===== src/rtl/bit_serial_adder_pkg.sv =====
// Shared constants and types for the bit-serial adder.
package bit_serial_adder_pkg;

  localparam int unsigned DefaultWidth = 8;

  typedef enum logic [1:0] {
    StIdle = 2'd0,
    StRun  = 2'd1,
    StDone = 2'd2
  } state_e;

endpackage


===== src/rtl/bit_1_full_adder.sv =====
// One-bit full adder: s_i = a ^ b ^ cin, c_i = carry out.
module bit_1_full_adder (
  input  logic a_i,
  input  logic b_i,
  input  logic c_i_1,
  output logic s_i,
  output logic c_i
);

  // Pure gate-level sum and majority carry
  always_comb begin
    s_i = a_i ^ b_i ^ c_i_1;
    c_i = (a_i & b_i) | (a_i & c_i_1) | (b_i & c_i_1);
  end

endmodule


===== src/rtl/bit_serial_adder.sv =====
// Bit-serial unsigned adder: LSB-first, one bit per clock through a single full adder.
module bit_serial_adder
  import bit_serial_adder_pkg::*;
#(
  parameter int unsigned WIDTH = DefaultWidth
) (
  input  logic             clk,
  input  logic             rst,
  input  logic             start,
  input  logic [WIDTH-1:0] a_in,
  input  logic [WIDTH-1:0] b_in,
  output logic             busy,
  output logic             done,
  output logic [WIDTH-1:0] sum,
  output logic             c_out
);

  localparam int unsigned CntW = $clog2(WIDTH + 1);

  state_e           state_q, state_d;
  logic [WIDTH-1:0] a_q, a_d;
  logic [WIDTH-1:0] b_q, b_d;
  logic [WIDTH-1:0] psum_q, psum_d;
  logic [WIDTH-1:0] sum_q, sum_d;
  logic             carry_q, carry_d;
  logic             cout_q, cout_d;
  logic [CntW-1:0]  cnt_q, cnt_d;
  logic             fa_s, fa_c;
  logic             last_bit;

  bit_1_full_adder u_fa (
    .a_i   (a_q[0]),
    .b_i   (b_q[0]),
    .c_i_1 (carry_q),
    .s_i   (fa_s),
    .c_i   (fa_c)
  );

  assign last_bit = (cnt_q == CntW'(WIDTH - 1));

  // State register; reset wins over every transition
  always_ff @(posedge clk) begin
    if (rst) state_q <= StIdle;
    else     state_q <= state_d;
  end

  // Next-state logic
  always_comb begin
    state_d = state_q;
    unique case (state_q)
      StIdle:  if (start) state_d = StRun;
      StRun:   if (last_bit) state_d = StDone;
      StDone:  state_d = StIdle;
      default: state_d = StIdle;
    endcase
  end

  // Outputs decoded from registered state only
  always_comb begin
    busy = (state_q == StRun);
    done = (state_q == StDone);
  end

  // Datapath next-state: load on accepted start, shift one bit per RUN cycle
  always_comb begin
    a_d     = a_q;
    b_d     = b_q;
    psum_d  = psum_q;
    carry_d = carry_q;
    cnt_d   = cnt_q;
    sum_d   = sum_q;
    cout_d  = cout_q;
    if (state_q == StIdle && start) begin
      a_d     = a_in;
      b_d     = b_in;
      carry_d = 1'b0;
      cnt_d   = '0;
    end else if (state_q == StRun) begin
      a_d     = a_q >> 1;
      b_d     = b_q >> 1;
      // Sum bit enters at the MSB so the LSB-first result ends up aligned
      psum_d  = WIDTH'({fa_s, psum_q} >> 1);
      carry_d = fa_c;
      cnt_d   = cnt_q + CntW'(1);
      if (last_bit) begin
        sum_d  = psum_d;
        cout_d = fa_c;
      end
    end
  end

  // Datapath registers; reset also clears the visible result
  always_ff @(posedge clk) begin
    if (rst) begin
      a_q     <= '0;
      b_q     <= '0;
      psum_q  <= '0;
      carry_q <= 1'b0;
      cnt_q   <= '0;
      sum_q   <= '0;
      cout_q  <= 1'b0;
    end else begin
      a_q     <= a_d;
      b_q     <= b_d;
      psum_q  <= psum_d;
      carry_q <= carry_d;
      cnt_q   <= cnt_d;
      sum_q   <= sum_d;
      cout_q  <= cout_d;
    end
  end

  assign sum   = sum_q;
  assign c_out = cout_q;

endmodule


===== config.mk =====
export PLATFORM = sky130hd
export DESIGN_NAME = bit_serial_adder
export DESIGN_NICKNAME = d
export VERILOG_FILES = /design/src/rtl/bit_serial_adder_pkg.sv /design/src/rtl/bit_1_full_adder.sv /design/src/rtl/bit_serial_adder.sv
export SDC_FILE = /design/constraint.sdc
export NUM_CORES = 1
export LEC_CHECK = 0
export CORE_MARGIN = 2
export CORE_UTILIZATION = 55
export DETAILED_ROUTE_END_ITERATION = 12
export GPL_TIMING_DRIVEN = 1
export PLACE_DENSITY = 0.82
export SLEW_MARGIN = 20
export SYNTH_ARGS = -nofsm -noshare
export SYNTH_HDL_FRONTEND = slang
export SYNTH_SLANG_ARGS = --single-unit

===== constraint.sdc =====
create_clock -name clk -period 2.1 [get_ports clk]
set_input_delay 0.315 -clock clk [delete_from_list [all_inputs] [get_ports clk]]
set_output_delay 0.315 -clock clk [all_outputs]
set_load 0.03 [all_outputs]

# Word level (Yosys, flattened, before mapping)
# Cells that the tools add are included.
[word_totals]
reg_bits = 40
output_inout_bits = 11
elab_cells = 36
[op_classes]
addsub = 1
n_eq_ne = 5
mux = 7
bitwise = 8
n_reduce_logical = 7
[ops]
columns = ["operator", "n"]
rows = [
  ["8-bit 2-to-1 mux", 4],
  ["4-bit by 1-bit adder with 4-bit output, second input constant", 1],
  ["4-bit by 3-bit equality test with 1-bit output, second input constant", 1],
  ["2-bit 2-to-1 mux", 2],
  ["2-bit case mux with 2 select lines", 1],
  ["2-bit AND reduction", 2],
  ["1-bit AND", 3],
  ["3-bit AND reduction", 1],
  ["2-bit by 1-bit equality test with 1-bit output, second input constant", 1],
  ["2-bit equality test, second input constant", 1],
  ["2-bit zero test", 1],
  ["2-bit by 1-bit inequality test with 1-bit output, second input constant", 1],
  ["2-bit inequality test, second input constant", 1],
  ["1-bit bitwise OR", 2],
  ["2-bit nonzero test", 1],
  ["2-bit OR reduction", 1],
  ["1-bit bitwise XOR", 2],
  ["1-bit logical AND", 1],
  ["1-bit NOT", 1],
]

# Longest topological paths before layout
[depth]
depth_word = 4
ltp_mapped = 5

# By module
# From an unflattened synthesis, not the netlist that was laid out.
[unflattened]
cells_unflattened = 217
area_unflattened_um2 = 1795.5
[by_module_without_submodules]
columns = ["module", "n_inst", "cells_each", "area_each_um2", "seq_area_each_um2"]
rows = [
  ["bit_serial_adder", 1, 216, 1775.5, 780.7],
  ["bit_1_full_adder", 1, 1, 20.0, 0.0],
]

# Worst setup path after synthesis
# No wires, ideal clock.
[synth_path]
path_type = "flip-flop to output port"
startpoint = "register state_q[1]"
endpoint = "output done"
arrival_time_ps = 1190
required_ps = 1785
slack_ps = 595
stages_incl_launch_ff = 4
path_buffers = 2
cell_sequence = "dfxtp_1 -> buf_2 -> buf_2 -> nor2b_1"
[synth_via]
elab_chain_cells = 1
[synth_lines]
columns = ["element", "line", "text"]
rows = [
  ["start, declared", "bit_serial_adder.sv:20", "state_e state_q, state_d;"],
  ["start signal, assigned", "bit_serial_adder.sv:43", "if (rst) state_q <= StIdle;"],
  ["start signal, assigned", "bit_serial_adder.sv:44", "else state_q <= state_d;"],
  ["2-bit equality test", "bit_serial_adder.sv:61", "done = (state_q == StDone);"],
  ["end, declared", "bit_serial_adder.sv:13", "output logic done,"],
]
# Every way passes these cells.

# Worst setup path in the final report
# Ends and elaborated chain as after synthesis.

==> results by group <==
Drt
  • Drt total wl: 3800 µm
  • Vias per inst: 5.55
  • Vias: about 1,500
  • Post-DRT Antenna Nets: 0
  • DRC violations left: 0
  • Drt first-iter violations: around 120
  • DRT Pass-1 Iters: 4
  • Routed len/inst: 14.0 µm

Timing
  • Fmax: 0.522 GHz
  • Worst Max-Slew Pin Slew: about 580 ps
  • Tcrit/Tclk final: 91.2%
  • Total Negative Setup Slacks: 0 ps
  • Setup ws final: around 180 ps
  • Slew Viols, Final: 0
  • RSZ-0062 raised after global routing: false
  • Slew HR: between 60% and 70%
  • Max Clock Skew: approximately 8.5 ps
  • Final setup viols: 0
  • Hold Violations, Final: 0
  • Final min period: 1920 ps

Logic synthesis
  • FF+latch count, synth: 39
  • Mapped cell area: 1780 µm²
  • Syn nets: 222
  • Syn Area/Cell: 8.85 µm²
  • Mapped Cells: 201
  • Synth warn: 0
  • Sequential share of the synthesized area: between 40 and 50%
  • Library cells used by synthesis: 32

Setup path
  • Max incr delay on CP: 690 ps
  • CP max FO: 5
  • Startpoint types: register
  • Critical path buffer and inverter count: 1
  • Crit path capture type: output pin
  • Critical Path, Cell by Cell: nor2b_1, clkdlybuf4s50_1
  • CP required: ~1800 ps
  • Setup CP Type: register to output pin
  • Crit path arrival time: 1600 ps
  • Cell family with most CP delay: buffers and inverters
  • Slowest-stage cell, CP: clkdlybuf4s50_1

Floorplan
  • Initial core utilization: 58.2%
  • Die area: 3700 µm²
  • I/O pin total: 30
  • Die width: 60.9 µm
  • Core Region: 3050 µm²
  • Chip Height: 60.9 µm
  • Site row count: 20

Clock network
  • Clock Tree Buf Depth: 2
  • CTS root buffer: clkbuf_4
  • Hold buffer count at CTS: 0
  • TritonCTS clock tree: done
  • H-tree lvl count: 2
  • Clock sink count: 39
  • Post_cts resized: 0
  • Clock Latency Late Sink: ~340 ps
  • Clk pin slew, worst setup/hold paths: 110 ps
  • Setup Buffers After CTS: 0
  • Cts bufs inserted: 5

Placement
  • Total placed instance area: 2090 µm²
  • IO Port Bufs: 29
  • Gpl congestion: 0.801
  • Pre-CTS setup slack: 290 ps
  • Dpl hpwl: 2610 µm

Global routing
  • Largest net degree at the start of global routing: 25
  • Vias in the first global route: 1,430
  • GR Util All Layers: 23.2%
  • First-pass GRT wire length: 6400 µm
  • Global route overflow: 0
  • Initial antenna violation count: 0

Final layout
  • Ant diodes: 0
  • Most frequent cells in the layout: dfxtp_1 (39), a21oi_1 (34), clkdlybuf4s50_1 (28), nand2_1 (19)
  • Share of layout cells above drive strength 1: 18.0%
  • Final net count: 248
  • Final instance area: 2180 µm²
  • Commonest non-fill, non-tap cell in the layout: dfxtp_1
  • Layout area overhead: 22.7%

Min path
  • Hold crit path type: register to register

Pwr
  • Leak Pwr: just over 0.8 nW
  • Worst vdd ir: 0.440 mV
  • Pwr dens: slightly below 700 nW/µm²
  • Tot Pwr: 0.00152 W

Run status
  • Status: finished, final reports clean

Job
  • MaxCap Viol Count: 0
## final timing paths
path	startpoint	end	slack, ps	cells past startpoint
hold / removal	psum_q[1]	psum_q[1]	460	2
setup reg to reg	state_q[1]	b_q[2]	570	4
setup / recovery	state_q[1]	done	180	2
hold reg to reg	psum_q[1]	psum_q[1]	460	2
## routing by layer
metal	up-vias	global-route usage (%)	wire length, µm
met5	-	0	0
met4	0	10.2	63
met3	8	5.33	153
met2	40	37.2	1890
met1	696	29.9	1690
li1	766	-	-
## stage by stage
step	hold slack [ps]	util, %	instances
2_1_floorplan	437	-	201
3_3_place_gp	444	68.6	264
3_5_place_dp	451	68.6	264
4_1_cts	468	71.4	272
5_1_grt	492	71.4	272
6_report	464	71.4	272
## sequential cells by signal, summed over array words and instances (netlist names)
| name | flops |
|---|---|
| state_q | 2 |
| cnt_q | 4 |
| psum_q | 7 |
| carry_q | 1 |
| sum | 8 |
| b_q | 8 |
| c_out | 1 |
| a_q | 8 |
## worst register-to-register path, delay by kind of cell (launching register included)
kind / cells / cell delay [ps]
DFF: 1 / 360
AOI/OAI and AO/OA: 2 / 510
buffers and inverters: 1 / 210
and+or+nand+nor: 1 / 360
## area by class of cell
cell class	count	area [µm²]
Inverter	14	52.6
Fill cell	269	872
Timing Repair Buffer	37	348
Tap cell	44	55.1
Clock buffer	6	51.3
Sequential cell	39	781
Clock inverter	2	35.0
Multi-Input combinational cell	130	858
## synth_stat cells
| master | n | area share (%) |
|---|---|---|
| dfxtp_1 | 39 | 44 |
| a21oi_1 | 34 | 9.6 |
| nand2_1 | 19 | 4.0 |
| buf_2 | 15 | 4.2 |
| inv_1 | 13 | 2.7 |
| o221a_2 | 13 | 8.2 |
| o22a_1 | 12 | 5.9 |
| nand3_1 | 11 | 3.1 |
| a21bo_2 | 8 | 4.5 |
| nor2_1 | 6 | 1.3 |
| nor2b_1 | 6 | 2.1 |
| a22oi_1 | 2 | 0.84 |
| clkbuf_1 | 2 | 0.42 |
| nand2b_1 | 2 | 0.70 |
| o22ai_1 | 2 | 0.70 |
| a211oi_1 | 1 | 0.42 |
| a21bo_1 | 1 | 0.56 |
| a31oi_1 | 1 | 0.35 |
| and3b_1 | 1 | 0.49 |
| buf_1 | 1 | 0.21 |
| fa_1 | 1 | 1.1 |
| ha_1 | 1 | 0.70 |
| inv_2 | 1 | 0.21 |
| mux2i_1 | 1 | 0.56 |
| nand2b_2 | 1 | 0.49 |
| nor3_1 | 1 | 0.28 |
| nor3b_1 | 1 | 0.42 |
| o21ai_0 | 1 | 0.28 |
| o21bai_1 | 1 | 0.42 |
| or2_2 | 1 | 0.35 |
| or3_1 | 1 | 0.35 |
| or3b_1 | 1 | 0.49 |
## where the power goes
group / leakage, nW / internal [W] / switching (W)
Sequential: 0.319 / 0.000772 / 0.0000284
Combinational: 0.461 / 0.0000995 / 0.0000907
Clock: 0.0482 / 0.000281 / 0.000244
## kinds of logic after synthesis
logic type,Yosys count,synth area share (%)
AOI/OAI and AO/OA,76,31.8
and+or+nand+nor,51,14.1
DFF,39,43.9
buffers and inverters,32,7.81
adders and majority gates,2,1.83
muxes,1,0.563
(Power assumes the default switching activity.)
==> variant 1 (config.mk and constraints unchanged) <==
Set the package constant `DefaultWidth` to 4 (it was 8).
--- a/src/rtl/bit_serial_adder_pkg.sv
+++ b/src/rtl/bit_serial_adder_pkg.sv
@@ -1,7 +1,7 @@
 // Shared constants and types for the bit-serial adder.
 package bit_serial_adder_pkg;
 
-  localparam int unsigned DefaultWidth = 8;
+  localparam int unsigned DefaultWidth = 4;
 
   typedef enum logic [1:0] {
     StIdle = 2'd0,
Interface: changed (resized a_in, b_in and sum); port bits go from 30 to 18. No check against the original RTL was run, so the function may have changed too.
==> variant 1 against the unedited design <==
- combinational power down 51%
- first-iteration DRC count down 85%
- die area down 45%
- sequential cell count down 17
- synthesized area down 48%
- via count down 52%
- cell area down 49%
- wire length down 53%
- sequential power down 44%
- register-to-register slack better by 120 ps
- power down 49%
- setup slack worse by 85 ps
==> variant 1: results (changes against the unedited design) <==
Gate Count Post-Synth=94 (was 201); dpl hpwl=1260 um (was 2610 um); Psw=182 uW (was 363 uW); Vias/cell=5.64 (was 5.55); CTS Buf Count=3 (was 5); largest net degree at the start of global routing=19 (was 25); Leak=0.430 nW (was 0.828 nW); Post-Layout Cell Count=129 (was 272); synth top area cells=dfxtp_1 47%, o221a_2 7.3%, a21oi_1 7.0% (was dfxtp_1 44%, a21oi_1 9.6%, o221a_2 8.2%); port bufs=17 (was 29); Routability Congestion=0.729 (was 0.801); Pre-antenna DRT Iters=4 (unchanged); clk_skew=6.79 ps (was 8.45 ps); max incr delay on CP=690 ps (about the same); VDD IR-drop max=419 uV (was 440 uV); share of layout cells above drive strength 1=12.4% (was 18.0%); synthesized net count=108 (was 222); Cell variety after synth=22 (was 32); fillers=123 (was 269); vias in the first global route=702 (was 1430); Total GRT Usage=20.3% (was 23.2%); status=finished clean (unchanged); top post-synthesis cells by count=22 x dfxtp_1, 13 x a21oi_1, 10 x nor2_1 (was 39 x dfxtp_1, 34 x a21oi_1, 19 x nand2_1); placed cell areas=1080 um^2 (was 2090 um^2); Skew-Pair Late Insertion Delay=310 ps (was 340 ps); drt wl/cell=13.7 um (was 14.0 um); Iter 0 DRT Violations=18 (was 123); Slew HR=71.0% (was 61.2%); pre-CTS setup slack=452 ps (was 290 ps)
-- variant 1: cell count changes after synthesis, moves of 3 or more --
cell	change
a21oi_1	-21
dfxtp_1	-17
buf_2	-15
nand2_1	-14
o22a_1	-12
a21bo_2	-8
o221a_2	-7
nand3_1	-6
inv_1	-5
nor2b_1	-5
nor2_1	+4
mux2i_1	+3
nand3b_1	+3
-- variant 1: cell type report --
| cell class | instances | area [um^2] | area share (%) |
|---|---|---|---|
| inverters | 8 | 30.0 | 2.69 |
| flip-flops and latches | 22 | 440 | 39.5 |
| clock buffers | 4 | 36.3 | 3.25 |
| multi-input cells | 60 | 404 | 36.2 |
| repair buffers | 19 | 185 | 16.6 |
| well taps | 16 | 20.0 | 1.79 |
-- variant 1: kinds of logic (layout without fill, tap and decap cells) --
logic type      Yosys count  after routing  synth area share, %
simple gates             27             27                 14.9
mux                       4              4                 4.30
flops                    22             22                 47.3
fa+ha+maj                 3              3                 4.84
buf+inv                  12             31                 9.27
compound gates           26             26                 19.4
-- variant 1: path summary, 6_finish.rpt --
check                           endpoint  slack (ps)       start  depth (start not counted)
worst max-delay path                busy         100  state_q[0]                          2
worst min-delay path              sum[3]         460      sum[3]                          2
worst max register to register     c_out         690    cnt_q[0]                          5
worst min register to register    sum[3]         460      sum[3]                          2
-- variant 1: power by group through the flow --
stage	clock network, mW	logic (mW)	registers (mW)
after detailed placement	0	0.0932	0.459
final	0.231	0.0929	0.449
after floorplan	0	0.0683	0.455
after global routing	0.253	0.104	0.452
after CTS	0.238	0.0936	0.450
after global placement	0	0.0904	0.458
-- variant 1: per-layer routing --
metal | share of wire [%] | GRT usage (%)
met5 | 0 | 0
met4 | 0 | 9.41
met3 | 4.6 | 4.00
met2 | 52 | 34.0
met1 | 43 | 25.1
==> variant 2 (same settings) <==
Made on the original files. Reset style: asynchronous (`rst`), changed in 2 clocked blocks.
--- a/src/rtl/bit_serial_adder.sv
+++ b/src/rtl/bit_serial_adder.sv
@@ -39,7 +39,7 @@
   assign last_bit = (cnt_q == CntW'(WIDTH - 1));
 
   // State register; reset wins over every transition
-  always_ff @(posedge clk) begin
+  always_ff @(posedge clk or posedge rst) begin
     if (rst) state_q <= StIdle;
     else     state_q <= state_d;
   end
@@ -90,7 +90,7 @@
   end
 
   // Datapath registers; reset also clears the visible result
-  always_ff @(posedge clk) begin
+  always_ff @(posedge clk or posedge rst) begin
     if (rst) begin
       a_q     <= '0;
       b_q     <= '0;
Function: differs if rst is asserted again (counterexample within 4 cycles, from zero or initial values and one cycle with rst high); with rst held inactive, the same outputs for 10 cycles.
==> variant 2 against the unedited design <==
- the run now ends with DRC left
- setup slack worse by 80 ps
- count of clock-buffer cells in the layout stayed put
- cell area is 6.7% lower
- sequential cell count stayed put
- worst hold slack worse by 110 ps
- wire length is 20% lower
- via count is 21% lower
- synthesized area is 7.3% lower
Power is not compared: it rests on default switching activity, and its combinational part moved more than twofold at a synthesized area within 25%.
==> variant 2: results (changes against the unedited design) <==
status=finished, violations left (was finished clean); failing checks=DRC; final wirelength=3030 um (was 3800 um); Antenna Cells=0 (unchanged); metal2 WL=1450 um (was 1890 um); Total GRT Usage=20.3% (was 23.2%); Placed Cells incl. Taps=208 (was 264); cell family with most CP delay=buffers and inverters (unchanged); mux cell area share after synthesis=6.76% (was 0.563%); top post-synthesis cells by count=39 x dfrtp_1, 38 x nand2_1, 16 x o21ai_0 (was 39 x dfxtp_1, 34 x a21oi_1, 19 x nand2_1); Reg-to-Reg End=sum[7] (was b_q[2]); NumNets Final=205 (was 248); largest net degree at the start of global routing=40 (was 25); R2R Setup Slk=440 ps (was 570 ps); Ys Warns=0 (unchanged); Global Route met1 Usage=24.8% (was 29.9%); met3 WL post-DR=165 um (was 153 um); Post-CTS Resized=0 (unchanged); Top FF cell, synth=dfrtp_1 (was dfxtp_1); fillers=201 (was 269); placed cell areas=1980 um^2 (was 2090 um^2); Vias/cell=5.52 (was 5.55); Gate Count Post-Synth=149 (was 201); Compound-Gate Fraction of Synth Area=15.5% (was 31.8%); Pre-antenna DRT Iters=8 (was 4); clk_skew=12.8 ps (was 8.45 ps); port bufs=29 (unchanged); hold slack=357 ps (was 464 ps); worst setup path end=done (unchanged); Register-to-Register Path Depth=3 (was 4); Critical Path Source=state_q[0] (was state_q[1]); drt wl/cell=14.0 um (about the same); grt met2 use=33.8% (was 37.2%); Arr. time, crit path=1680 ps (was 1600 ps); worst-path fanout max=9 (was 5); Slew HR=68.3% (was 61.2%); Adder-Cell Fraction of Synth Area=1.97% (was 1.83%); vias in the first global route=1236 (was 1430); dpl hpwl=2150 um (was 2610 um); first-pass GRT wire length=5250 um (was 6400 um); DRC Markers=2 (was 0); sequential share of the synthesized area=59.2% (was 43.9%); share of layout cells above drive strength 1=14.1% (was 18.0%); Min-Delay Path Class=input pin to async pin (was flip-flop to flip-flop); Cell variety after synth=27 (was 32); pre-CTS setup slack=428 ps (was 290 ps); Iter 0 DRT Violations=34 (was 123); M1 WL=1370 um (was 1690 um); Async S/R FF share, synth=100% (was 0%); Final Cycle Share=95.0% (was 91.2%); synthesized net count=170 (was 222)
-- variant 2: changes by cell type in the layout (fill, tap and decap cells not counted), moves of 12 or more --
cell     before  now
a21oi_1      34    1
a22oi_1       2   15
dfrtp_1       0   39
dfxtp_1      39    0
nand2_1      19   38
o21ai_0       1   16
o221a_2      13    0
o22a_1       12    0
-- variant 2: layout make-up --
type                    count  area (um^2)  share of cell area (%)
multi-input cells          99          616                    30.2
inverters                   3         11.3                   0.553
flip-flops and latches     39          976                    47.9
clock buffers               6         41.3                    2.03
repair buffers             36          340                    16.7
well taps                  31         38.8                    1.91
clock inverters             2         12.5                   0.615
-- variant 2: power by group through the flow --
stage / registers [mW] / clock network, mW / logic [mW]
after floorplan: 1.38 / 0 / 0.742
after global placement: 1.27 / 0 / 1.22
after detailed placement: 1.30 / 0 / 1.27
after CTS: 1.28 / 0.382 / 1.27
after global routing: 1.32 / 0.408 / 1.39
final: 1.28 / 0.371 / 1.25
